[src/rtl/calcore_pkg.sv]
// Shared definitions for the CalCore instruction issuer: opcodes, field widths
// and the issuer state encoding.
package calcore_pkg;

    localparam int REG_W = 5;
    localparam int IMM_W = 12;
    localparam int F7_W  = 7;

    localparam logic [6:0] OP_SET_HEIGHT = 7'b0001011;
    localparam logic [6:0] OP_SET_WEIGHT = 7'b0001100;
    localparam logic [6:0] OP_CALC_BMI   = 7'b0001101;
    localparam logic [6:0] OP_CALC_BMR   = 7'b0001110;

    typedef enum logic [2:0] {
        ST_IDLE,
        ST_EMIT_H,
        ST_EMIT_W,
        ST_EMIT_BMI,
        ST_EMIT_BMR,
        ST_GAP
    } issuer_state_t;

    // True for the states that present a word on the instruction port.
    function automatic logic is_emit_state(input issuer_state_t s);
        return (s == ST_EMIT_H) || (s == ST_EMIT_W) ||
               (s == ST_EMIT_BMI) || (s == ST_EMIT_BMR);
    endfunction

endpackage

[src/rtl/calcore_instr_encode.sv]
// Combinational CalCore instruction encoder. The SET_* opcodes use the I-type
// layout (12-bit immediate in [31:20]); everything else uses the R-type layout.
module calcore_instr_encode
    import calcore_pkg::*;
(
    input  logic [6:0]       op,
    input  logic [REG_W-1:0] rd,
    input  logic [REG_W-1:0] rs1,
    input  logic [REG_W-1:0] rs2,
    input  logic [IMM_W-1:0] imm,
    input  logic [F7_W-1:0]  funct7,
    output logic [31:0]      word
);

    // Pack the fields according to the instruction format implied by the opcode.
    always_comb begin
        word = '0;
        if ((op == OP_SET_HEIGHT) || (op == OP_SET_WEIGHT)) begin
            word = {imm, rs1, 3'b000, rd, op};
        end else begin
            word = {funct7, rs2, rs1, 3'b000, rd, op};
        end
    end

endmodule

[src/rtl/calcore_instr_issuer.sv]
// CalCore instruction issuer: accepts one profile request and issues the
// SET_HEIGHT / SET_WEIGHT / CALC_BMI / CALC_BMR sequence over a valid/ready port.
// Optional build macro CALCORE_SKIP_UNCHANGED_EN: skip SET_HEIGHT / SET_WEIGHT
// when the same value was last issued to the same register.
module calcore_instr_issuer
    import calcore_pkg::*;
#(
    parameter int EMIT_BMR = 1,
    parameter int IDLE_GAP = 0
) (
    input  logic             clk,
    input  logic             rst,
    input  logic             req_valid,
    output logic             req_ready,
    input  logic [IMM_W-1:0] req_height,
    input  logic [IMM_W-1:0] req_weight,
    input  logic [F7_W-1:0]  req_funct7,
    input  logic [REG_W-1:0] req_rd_h,
    input  logic [REG_W-1:0] req_rd_w,
    input  logic [REG_W-1:0] req_rd_bmi,
    input  logic [REG_W-1:0] req_rd_bmr,
    output logic             instr_valid,
    input  logic             instr_ready,
    output logic [31:0]      instr,
    output logic             busy,
    output logic             seq_done
);

    localparam logic [3:0] GAP_LAST = 4'((IDLE_GAP > 0) ? (IDLE_GAP - 1) : 0);

    issuer_state_t    state;
    issuer_state_t    state_next;
    issuer_state_t    pend_state;
    issuer_state_t    follow;
    logic             advance;
    logic             last_hs;
    logic             accept;
    logic             load_word;
    logic [3:0]       gap_cnt;
    logic [31:0]      instr_reg;
    logic             seq_done_reg;

    logic [IMM_W-1:0] lat_height;
    logic [IMM_W-1:0] lat_weight;
    logic [F7_W-1:0]  lat_funct7;
    logic [REG_W-1:0] lat_rd_h;
    logic [REG_W-1:0] lat_rd_w;
    logic [REG_W-1:0] lat_rd_bmi;
    logic [REG_W-1:0] lat_rd_bmr;

    logic [IMM_W-1:0] src_height;
    logic [IMM_W-1:0] src_weight;
    logic [F7_W-1:0]  src_funct7;
    logic [REG_W-1:0] src_rd_h;
    logic [REG_W-1:0] src_rd_w;
    logic [REG_W-1:0] src_rd_bmi;
    logic [REG_W-1:0] src_rd_bmr;

    logic             skip_h;
    logic             skip_w;

    logic [6:0]       enc_op;
    logic [REG_W-1:0] enc_rd;
    logic [REG_W-1:0] enc_rs1;
    logic [REG_W-1:0] enc_rs2;
    logic [IMM_W-1:0] enc_imm;
    logic [F7_W-1:0]  enc_f7;
    logic [31:0]      enc_word;

    assign req_ready   = (state == ST_IDLE) && !rst;
    assign accept      = req_valid && req_ready;
    assign instr_valid = is_emit_state(state);
    assign instr       = instr_reg;
    assign busy        = (state != ST_IDLE);
    assign seq_done    = seq_done_reg;

    // While idle the first word is built straight from the request port, since
    // the latched copy only becomes valid on the acceptance edge.
    always_comb begin
        src_height = lat_height;
        src_weight = lat_weight;
        src_funct7 = lat_funct7;
        src_rd_h   = lat_rd_h;
        src_rd_w   = lat_rd_w;
        src_rd_bmi = lat_rd_bmi;
        src_rd_bmr = lat_rd_bmr;
        if (state == ST_IDLE) begin
            src_height = req_height;
            src_weight = req_weight;
            src_funct7 = req_funct7;
            src_rd_h   = req_rd_h;
            src_rd_w   = req_rd_w;
            src_rd_bmi = req_rd_bmi;
            src_rd_bmr = req_rd_bmr;
        end
    end

`ifdef CALCORE_SKIP_UNCHANGED_EN
    logic             h_cache_valid;
    logic [IMM_W-1:0] h_cache_height;
    logic [REG_W-1:0] h_cache_rd;
    logic             w_cache_valid;
    logic [IMM_W-1:0] w_cache_weight;
    logic [REG_W-1:0] w_cache_rd;

    // Remember the last height/weight actually handed to the core, per register.
    always_ff @(posedge clk) begin
        if (rst) begin
            h_cache_valid  <= 1'b0;
            h_cache_height <= '0;
            h_cache_rd     <= '0;
            w_cache_valid  <= 1'b0;
            w_cache_weight <= '0;
            w_cache_rd     <= '0;
        end else begin
            if ((state == ST_EMIT_H) && instr_ready) begin
                h_cache_valid  <= 1'b1;
                h_cache_height <= lat_height;
                h_cache_rd     <= lat_rd_h;
            end
            if ((state == ST_EMIT_W) && instr_ready) begin
                w_cache_valid  <= 1'b1;
                w_cache_weight <= lat_weight;
                w_cache_rd     <= lat_rd_w;
            end
        end
    end

    assign skip_h = h_cache_valid && (h_cache_height == src_height) && (h_cache_rd == src_rd_h);
    assign skip_w = w_cache_valid && (w_cache_weight == src_weight) && (w_cache_rd == src_rd_w);
`else
    assign skip_h = 1'b0;
    assign skip_w = 1'b0;
`endif

    // Next-state logic: walk the emit states on each handshake, detour through
    // GAP when an idle gap is configured, and return to IDLE after the last word.
    always_comb begin
        state_next = state;
        advance    = 1'b0;
        follow     = ST_IDLE;
        last_hs    = 1'b0;
        case (state)
            ST_IDLE: begin
                if (accept) begin
                    if (!skip_h) begin
                        state_next = ST_EMIT_H;
                    end else if (!skip_w) begin
                        state_next = ST_EMIT_W;
                    end else begin
                        state_next = ST_EMIT_BMI;
                    end
                end
            end
            ST_EMIT_H: begin
                if (instr_ready) begin
                    advance = 1'b1;
                    follow  = skip_w ? ST_EMIT_BMI : ST_EMIT_W;
                end
            end
            ST_EMIT_W: begin
                if (instr_ready) begin
                    advance = 1'b1;
                    follow  = ST_EMIT_BMI;
                end
            end
            ST_EMIT_BMI: begin
                if (instr_ready) begin
                    if (EMIT_BMR != 0) begin
                        advance = 1'b1;
                        follow  = ST_EMIT_BMR;
                    end else begin
                        last_hs = 1'b1;
                    end
                end
            end
            ST_EMIT_BMR: begin
                if (instr_ready) begin
                    last_hs = 1'b1;
                end
            end
            ST_GAP: begin
                if (gap_cnt == GAP_LAST) begin
                    state_next = pend_state;
                end
            end
            default: state_next = ST_IDLE;
        endcase
        if (advance) begin
            state_next = (IDLE_GAP > 0) ? ST_GAP : follow;
        end
        if (last_hs) begin
            state_next = ST_IDLE;
        end
    end

    // Select the fields of the word belonging to the state being entered.
    always_comb begin
        enc_op  = '0;
        enc_rd  = '0;
        enc_rs1 = '0;
        enc_rs2 = '0;
        enc_imm = '0;
        enc_f7  = '0;
        case (state_next)
            ST_EMIT_H: begin
                enc_op  = OP_SET_HEIGHT;
                enc_rd  = src_rd_h;
                enc_imm = src_height;
            end
            ST_EMIT_W: begin
                enc_op  = OP_SET_WEIGHT;
                enc_rd  = src_rd_w;
                enc_imm = src_weight;
            end
            ST_EMIT_BMI: begin
                enc_op  = OP_CALC_BMI;
                enc_rd  = src_rd_bmi;
                enc_rs1 = src_rd_h;
                enc_rs2 = src_rd_w;
            end
            ST_EMIT_BMR: begin
                enc_op  = OP_CALC_BMR;
                enc_rd  = src_rd_bmr;
                enc_rs1 = src_rd_h;
                enc_rs2 = src_rd_w;
                enc_f7  = src_funct7;
            end
            default: enc_op = '0;
        endcase
    end

    assign load_word = (state_next != state) && is_emit_state(state_next);

    calcore_instr_encode u_encode (
        .op     (enc_op),
        .rd     (enc_rd),
        .rs1    (enc_rs1),
        .rs2    (enc_rs2),
        .imm    (enc_imm),
        .funct7 (enc_f7),
        .word   (enc_word)
    );

    // State register, gap counter and the output word register; the word is
    // loaded only on entry to an emit state so it stays stable under backpressure.
    always_ff @(posedge clk) begin
        if (rst) begin
            state        <= ST_IDLE;
            pend_state   <= ST_IDLE;
            gap_cnt      <= '0;
            instr_reg    <= '0;
            seq_done_reg <= 1'b0;
        end else begin
            state        <= state_next;
            seq_done_reg <= last_hs;
            if (advance) begin
                pend_state <= follow;
            end
            if ((state == ST_GAP) && (state_next == ST_GAP)) begin
                gap_cnt <= gap_cnt + 4'd1;
            end else begin
                gap_cnt <= '0;
            end
            if (load_word) begin
                instr_reg <= enc_word;
            end
        end
    end

    // Capture the request on acceptance; later port changes are ignored.
    always_ff @(posedge clk) begin
        if (rst) begin
            lat_height <= '0;
            lat_weight <= '0;
            lat_funct7 <= '0;
            lat_rd_h   <= '0;
            lat_rd_w   <= '0;
            lat_rd_bmi <= '0;
            lat_rd_bmr <= '0;
        end else if (accept) begin
            lat_height <= req_height;
            lat_weight <= req_weight;
            lat_funct7 <= req_funct7;
            lat_rd_h   <= req_rd_h;
            lat_rd_w   <= req_rd_w;
            lat_rd_bmi <= req_rd_bmi;
            lat_rd_bmr <= req_rd_bmr;
        end
    end

endmodule

[config.mk]
export PLATFORM = sky130hd
export DESIGN_NAME = calcore_instr_issuer
export DESIGN_NICKNAME = d
export VERILOG_FILES = /design/src/rtl/calcore_pkg.sv /design/src/rtl/calcore_instr_encode.sv /design/src/rtl/calcore_instr_issuer.sv
export SDC_FILE = /design/constraint.sdc
export NUM_CORES = 1
export LEC_CHECK = 0
export CAP_MARGIN = 20
export CELL_PAD_IN_SITES_DETAIL_PLACEMENT = 0
export CELL_PAD_IN_SITES_GLOBAL_PLACEMENT = 1
export CORE_ASPECT_RATIO = 0.7
export CORE_MARGIN = 4
export CORE_UTILIZATION = 29
export DETAILED_ROUTE_END_ITERATION = 10
export PLACE_DENSITY = 0.69
export SLEW_MARGIN = 5
export SYNTH_ARGS = -nofsm -noshare
export SYNTH_HDL_FRONTEND = slang
export SYNTH_SLANG_ARGS = --single-unit
[constraint.sdc]
create_clock -name clk -period 2.7 [get_ports clk]
set_clock_uncertainty 0.2 [all_clocks]
set_input_delay 0.81 -clock clk [delete_from_list [all_inputs] [get_ports clk]]
set_output_delay 0.81 -clock clk [all_outputs]
set_load 0.01 [all_outputs]
== After elaboration in Yosys (flattened, before gate mapping) ==
Index checks and enable logic that the tools add are counted.
Word-level totals
  flip-flop bits (word level): 94
  bits in latches: 0
  memory bits (writable): 0
  ROM bits: 0
  input bits: 55
  output and inout port bits: 36
  logic and storage cells: 72
  memories: 0
Operators by class
  add/subtract/negate cells: 1
  multipliers: 0
  divide/modulo/power cells: 0
  $lt $le $gt $ge: 0
  eq/ne operators: 13
  shift-type cells: 0
  mux-type cells: 26
  bitwise gates (word level): 1
  reductions and logical operators: 19
Operator list (number)
  $mux 32: 1
  $mux 5: 6
  $mux 12: 2
  $pmux 12 s2: 1
  $pmux 5 s4: 1
  $pmux 3 s3: 2
  $pmux 4 s4: 1
  $mux 3: 5
  $mux 7: 2
  $eq 3x2->1 const B: 4
  $eq 3x3->1 const B: 4
  $eq 4x4->1 const B: 2
  $logic_or 1x1->1: 7
  $eq 3x1->1 const B: 2
  $add 4x1->4 const B: 1
  $logic_and 1x1->1: 4
  $logic_not 4->1: 1
  $mux 2: 2
  $reduce_or 2->1: 2
  $reduce_or 4->1: 1
  $logic_not 3->1: 1
  $mux 1: 3
  $ne 3x3->1: 1
  $reduce_bool 3->1: 1
  other kinds (3): 3

== Depth between registers and ports, before layout ==
Gate-level depths: netlist of run 1.
  word-level depth: 12
  mapped depth: 11
  mapped depth without buffers: 8

== By module ==
Synthesis of run 1 repeated with hierarchy kept, for this count alone.
Unflattened totals
  cells, all modules: 654
  area total of the unflattened synthesis: 5481.5 sq um
Modules (own cells, without submodules)
  calcore_instr_issuer: times used 1, cells an instance 571, area an instance 4867.2 sq um, seq. area each 1881.8 sq um
  calcore_instr_encode: times used 1, cells an instance 83, area an instance 614.3 sq um, seq. area each 0.0 sq um

== Worst setup path after synthesis of run 1 ==
Ideal clock, no wire load.
  path type: input-to-reg
  from: input port rst
  to: register instr_reg[15] (netlist: instr[15])
  library setup time: 0.071 ns
  data arrival time: 2.600 ns
  data required time: 2.429 ns
  slack: -0.171 ns
  stages on the path: 7
  buffers on the path: 1
  path through: or3b_1 > a211oi_1 > or2_1 > clkbuf_1 > mux2_4 > or3_1 > a21oi_1
Between the ends
  longest elaborated chain between the ends: 12
  elaborated cells on any way between the ends: 19
  those cells by class: 5 x eq/ne; 6 x mux; 8 x reduce/logical
Ends and longest elaborated chain
  from (decl): line calcore_instr_issuer.sv:12  | input logic rst,
  branches (longest 12 deep; another with $mux 32)
  to (signal assigned): line calcore_instr_issuer.sv:266  | instr_reg <= enc_word;
  to (decl): line calcore_instr_issuer.sv:40  | logic [31:0] instr_reg;
Parallel ways; which one is timed is not known.
A chain may end at the register's enable or synchronous reset.

== Worst setup path in the final report of run 1 ==
  from: register state[2]
  to: output port instr_valid
Between the ends
  longest elaborated chain between the ends: 4
  elaborated cells on any way between the ends: 7
  those cells by class: 4 x eq/ne; 3 x reduce/logical
Ends and longest elaborated chain
  from (decl): line calcore_instr_issuer.sv:31  | issuer_state_t state;
  from (signal assigned): line calcore_instr_issuer.sv:255  | state <= state_next;
  $eq 3x1->1 / $eq 3x2->1 (equally long branches): line calcore_pkg.sv:25  | return (s == ST_EMIT_H) || (s == ST_EMIT_W) ||
  $logic_or 1x1->1 (2 in a row): line calcore_pkg.sv:25
  $logic_or 1x1->1 *: line calcore_pkg.sv:26  | (s == ST_EMIT_BMI) || (s == ST_EMIT_BMR);
  to (decl): line calcore_instr_issuer.sv:22  | output logic instr_valid,
Mark *: on every way between the ends. The rest lies on a longest branch, timed or not.

==> results of run 1 <==
-- per-stage QoR --
stage	cells	utilization	total power, W	worst slack [ns]	instance area (um^2)
finish	835	0.422	0.00394	0.108	6250
global route	835	0.422	0.00413	0.00364	6250
CTS	833	0.414	0.00392	0.00777	6130
detailed placement	815	0.390	0.00255	-0.640	5770
global placement	815	0.390	0.00254	-0.598	5770
floorplan	539	-	0.00206	-0.0561	4450
-- cell type report --
cell class | instances | area [um^2] | area share
clock inverter | 5 | 81.3 | 0.0130
tap | 195 | 244 | 0.0390
inverter | 6 | 22.5 | 0.00360
timing repair buffer | 131 | 1310 | 0.209
sequential | 88 | 1760 | 0.282
multi-input combinational | 399 | 2600 | 0.416
clock buffer | 11 | 233 | 0.0372
-- worst max path at each step --
stage                                     start                endpoint  cells after the start
after floorplan                             rst  instr[15]$_SDFFE_PP0P_                      7
after global placement                req_valid  instr[15]$_SDFFE_PP0P_                      8
after detailed placement              req_valid  instr[16]$_SDFFE_PP0P_                      8
after CTS                   state[1]$_SDFF_PP0_               req_ready                      4
after global routing      gap_cnt[0]$_SDFF_PP0_  instr[11]$_SDFFE_PP0P_                      9
final                       state[2]$_SDFF_PP0_             instr_valid                      3
-- worst reg2reg max path: stages (launching register included) --
cell and delay (ns):
dfxtp_1 0.33, inv_1 0.06, ha_1 0.13, or3b_4 0.44, o21a_1 0.23, or2_4 0.28
mux2_4 0.32, or3_1 0.31, a21oi_1 0.15
-- timing repair --
action / CTS / global route
setup endpoints to repair: 31 / 26
pin swaps: 7 / 5
setup buffers: 1 / 1
endpoints found under the hold margin: 0 / 0
gates cloned: 1 / 1
gates resized for setup: 10 / 25
hold buffers: 0 / 0
-- cells in the mapped netlist, types with 2 or more instances --
library cell / number
nor2b_1: 20
dfxtp_1: 88
buf_2: 9
ha_1: 2
a211oi_1: 15
inv_1: 6
a2bb2oi_1: 5
buf_4: 6
clkbuf_1: 33
o21a_1: 5
o21ai_1: 2
o21ai_0: 5
nand4b_1: 2
xnor2_1: 3
or3_1: 6
o221ai_1: 11
nand3b_1: 52
mux2i_1: 52
a21oi_1: 20
o22ai_1: 7
nor3_1: 31
nor2_1: 23
or3b_1: 2
nand2_1: 111
nand2b_1: 3
-- power by group --
group | total, W | internal, W | switching (W)
Combinational | 0.00108 | 0.000556 | 0.000526
Clock | 0.00135 | 0.000812 | 0.000537
Sequential | 0.00151 | 0.00142 | 0.0000854
-- routing by layer --
layer / up-vias / global-route usage
met2: 131 / 0.201
li1: 2055 / -
met3: 7 / 0.0435
met5: - / 0
met1: 1970 / 0.265
met4: 0 / 0.0268
-- kinds of logic (layout without fill, tap and decap cells) --
logic type | Yosys count | after routing | synth area share
simple gates | 259 | 259 | 0.301
flops | 88 | 88 | 0.398
compound gates | 73 | 74 | 0.112
buf+inv | 54 | 153 | 0.0534
mux | 53 | 54 | 0.121
xor+xnor | 4 | 4 | 0.00792
fa+ha+maj | 2 | 2 | 0.00566
other cells | 1 | 6 | 0.000848
==> flow_summary.yaml, run 1 <==
worst_setup_path:
  path_cells: "buf_4 > xnor2_1 > clkdlybuf4s50_1"
  cp_slowest_cell: "clkdlybuf4s50_1"
  r2r-end: "instr[15]$_SDFFE_PP0P_"
  critPathLaunchType: "flip-flop"
  r2r_start: "gap_cnt[0]$_SDFF_PP0_"
  path_buf_inv: 2
  critical_path_class: "reg2out"
  reg2reg_depth: 8
  critPathArrivalTime_ns: 1.58
  crit_path_end_kind: "output pin"
  crit_fanout: 8
  cp.required_ns: 1.69
  r2r_slack_ns: 0.17
  max_stage_delay_ns: 0.55
  critical-path-top-delay-family: "buffers and inverters"
cts:
  clockBufferDepth: 2
  clkTransAtPathRegs_ns: 0.07
  cts_sinks: 88
  insertion_delay_ns: 0.34
  tritoncts: "yes"
  h-tree-depth: 3
  cts_buffers: 9
  root_buffer: "clkbuf_16"
floorplan:
  ioPinCount: 91
  core_area_mm2: 0.0148
  start_util: 0.299
  rows: 37
  die_area_mm2: 0.0173
  die_y_um: 111
  die_w_um: 156
synth:
  netlist_instances: 534
  syn-cell-area_mm2: 0.00442
  synth_flop_cell: "dfxtp_1"
  synth-edff-count: 0
  synth_cell_types: 40
  synth_top_area_share: 0.398
  avgSynthCellArea_um2: 8.29
  yosysSeqAreaShare: 0.398
  yosys_warnings: 0
  synth-seq-cells: 88
  synthArstFlopShare: 0
  yosys.area.top_type: "dfxtp_1"
  ys_top_cells_by_area: "dfxtp_1 40%, mux2i_1 12%, nand2_1 9.4%"
finish:
  drive_above_1_share: 0.147
  fillers: 1457
  diodes: 0
  final_common_cell: "nand2_1"
  final_cell_mix: "111 x nand2_1, 86 x dfxtp_1, 80 x clkdlybuf4s50_1"
  syn_to_final_growth_pct: 41.3
  layout.nets: 692
  largest_reg_flops: 26
grt:
  grt_overflow: 0
  track_usage: 0.160
  antenna_found_initial: 0
  grt_pass1_vias: 3955
  grt_pass1_wl_mm: 22.0
  grt_max_degree: 87
drt:
  remaining_drc_errors: 0
  drt-initial-drc-count: 308
  wirelength_mm: 14.1
  wl_per_cell_um: 16.9
  wl_met1_mm: 7.63
  route.met2.wl_mm: 5.39
  viasPerCell: 4.99
  drt-pass1-iter-count: 5
  wl_met3_mm: 1.04
  top_layer: "met4"
  routed-via-count: 4163
  ant_nets: 0
outcome:
  status: "completed"
sta:
  grt_setup_unrepaired: "false"
  report.final.setup_viol: 0
  fmax_mhz: 386
  fin_setup_tns_ns: 0
  hold_viol_final: 0
  max_slew.worst_pin.slew_ns: 0.821
  fin_crit_ns: 2.59
  drv_slew: 0
  timing.hold.ws_ns: 0.259
  max_slew_margin: 0.453
  fin_crit_sh: 0.960
pwr:
  power_density_mw_per_mm2: 630
  p_leak_nw: 2.74
  ir_drop_mv: 0.389
worst_hold_path:
  hp-start: "instr[3]$_SDFFE_PP0P_"
  worstHoldEndpoint: "instr[3]$_SDFFE_PP0P_"
  whs_path_depth: 2
  hp-class: "reg2reg"
place:
  portBuffers: 84
  dpl.hpwl_mm: 10.1
  gp_congestion: 0.795
flow_run:
  drv_cap: 0
Power figures use the tool's default switching activity.
==> run 2, diff against run 1 <==
CORE_UTILIZATION = 30   (was 29)
PLACE_DENSITY = 0.71   (was 0.69)
==> run 2 against run 1 <==
  * Flip-flop and latch count did not move
  * Largest cell class unchanged
  * Clock power barely moved
  * Critical path type is now in2reg
  * Highest routed layer unchanged
  * Wire length fell by 3.2%
==> flow_summary.yaml, run 2 (same netlist as run 1, synthesis figures left out) <==
grt:
  grt_pass1_wl_mm: 21.6
  grt_pass1_vias: 3932
  grtUsageMet3: 0.0417
  antenna_found_initial: 0
  use_met2: 0.220
  track_usage: 0.163
  grt_overflow: 0
  grt_max_degree: 87
  busiest_layer: "met1"
  grtUsageMet1: 0.253
sta:
  max_slew_margin: 0.470
  report.final.setup_viol: 0
  max_slew.worst_pin.slew_ns: 0.795
  hold_viol_final: 0
  setup_ws_ns: 0.0838
  fmax_mhz: 382
  fin_crit_sh: 0.969
  fin_crit_ns: 2.62
  grt_setup_unrepaired: "true"
  drv_slew: 0
drt:
  remaining_drc_errors: 0
  viasPerCell: 4.97
  ant_nets: 0
  wirelength_mm: 13.7
  wl_per_cell_um: 16.4
  drt-initial-drc-count: 217
  routed-via-count: 4143
  drt-pass1-iter-count: 5
floorplan:
  core_area_mm2: 0.0142
  rows: 36
  start_util: 0.312
  ioPinCount: 91
  die_area_mm2: 0.0168
  die_y_um: 110
  die_w_um: 153
outcome:
  status: "completed"
place:
  portBuffers: 84
  dpl.hpwl_mm: 9.94
  dp_slack_ns: -0.594
  gp_congestion: 0.814
worst_setup_path:
  path_depth: 7
  cp.required_ns: 2.76
  r2r-end: "instr[23]$_SDFFE_PP0P_"
  reg2reg_depth: 10
  r2r_start: "gap_cnt[0]$_SDFF_PP0_"
  critPathLaunch: "req_valid"
  max_stage_delay_ns: 0.36
  critPathLaunchType: "primary input"
  critPathArrivalTime_ns: 2.68
  r2r_slack_ns: 0.11
  endpoint: "instr[18]$_SDFFE_PP0P_"
  path_cells: "dlygate4sd2_1 > or3b_1 > a211oi_2 > or2_1 > mux2_4 > or3_4 > a21oi_1"
  critical_path_class: "in2reg"
  crit_path_end_kind: "flip-flop"
  path_buf_inv: 1
  crit_fanout: 5
  critical-path-top-delay-family: "simple AND/OR/NAND/NOR gates"
  cp_slowest_cell: "or3b_1"
cts:
  tritoncts: "yes"
  h-tree-depth: 3
  ctsHoldBuffers: 0
  clockBufferDepth: 2
  cts_buffers: 9
  insertion_delay_ns: 0.34
  cts_sinks: 88
  clkTransAtPathRegs_ns: 0.06
  root_buffer: "clkbuf_16"
finish:
  syn_to_final_growth_pct: 39.2
  diodes: 0
  drive_above_1_share: 0.132
  final_util: 0.434
  layout.nets: 695
  final_cell_mix: "111 x nand2_1, 86 x dfxtp_1, 80 x clkdlybuf4s50_1"
  final_common_cell: "nand2_1"
  largest_reg_flops: 26
flow_run:
  drv_cap: 0
pwr:
  p_leak_nw: 2.71
  ir_drop_mv: 0.295
  power_density_mw_per_mm2: 634
worst_hold_path:
  hp-class: "reg2reg"
run 2: changes by cell type in the layout (fill, tap and decap cells not counted), sizes merged:
| cell | change |
|---|---|
| buf | +4 |
| clkinvlp | +1 |
| clkbuf | -2 |
| dlymetal6s2s | -1 |
| o21a | -1 |
| dlygate4sd2 | +2 |
run 2: per-stage QoR:
stage / instance area [um^2] / std cells / setup TNS, ns / hold slack, ns / power, W
floorplan: 4450 / 539 / -0.167 / 0.230 / 0.00206
global placement: 5740 / 810 / -13.63 / 0.232 / 0.00252
detailed placement: 5740 / 810 / -14.81 / 0.236 / 0.00253
CTS: 6150 / 833 / 0 / 0.246 / 0.00394
global route: 6160 / 833 / -0.217 / 0.282 / 0.00410
finish: 6160 / 833 / 0 / 0.245 / 0.00391
run 2: how the worst min path moves through the flow:
| stage | startpoint | end | slack (ns) | depth (start not counted) |
|---|---|---|---|---|
| floorplan | gap_cnt[0]$_SDFF_PP0_ | gap_cnt[0]$_SDFF_PP0_ | 0.23 | 1 |
| global placement | instr[3]$_SDFFE_PP0P_ | instr[3]$_SDFFE_PP0P_ | 0.23 | 2 |
| detailed placement | instr[3]$_SDFFE_PP0P_ | instr[3]$_SDFFE_PP0P_ | 0.24 | 2 |
| CTS | instr[3]$_SDFFE_PP0P_ | instr[3]$_SDFFE_PP0P_ | 0.25 | 2 |
| global route | instr[3]$_SDFFE_PP0P_ | instr[3]$_SDFFE_PP0P_ | 0.28 | 2 |
| finish | instr[3]$_SDFFE_PP0P_ | instr[3]$_SDFFE_PP0P_ | 0.25 | 2 |
run 2: worst min-delay path: cells and delay by family (launching register included):
| kind | cells | cell delay, ns |
|---|---|---|
| flops | 1 | 0.31 |
| compound gates | 1 | 0.05 |
| buf+inv | 1 | 0.05 |
run 2: routing by layer:
metal  part of all wire  wire length, um
met1               0.53             7250
met2               0.39             5300
met3              0.072              981
met4             0.0097              132
met5                  0                0
run 2: final cells by class:
cell class,count,area (um^2)
Clock buffer,10,239
Clock inverter,6,92.6
Fill cell,1400,8030
Inverter,6,22.5
Multi-Input combinational cell,398,2500
Sequential cell,88,1760
Tap cell,190,238
Timing Repair Buffer,135,1300
run 2: power by group:
group,internal [W],switching (W)
sequential,0.00142,0.0000803
clock,0.000839,0.000534
combinational,0.000526,0.000504
total,0.00279,0.00112
run 2: what timing repair did:
action                     4_1_cts  5_1_grt
pin swaps                        4        0
buffers inserted                 6        0
hold endpoints to repair         0        0
cloned                           1        0
gates resized for setup         11        3
setup endpoints to repair       31       13
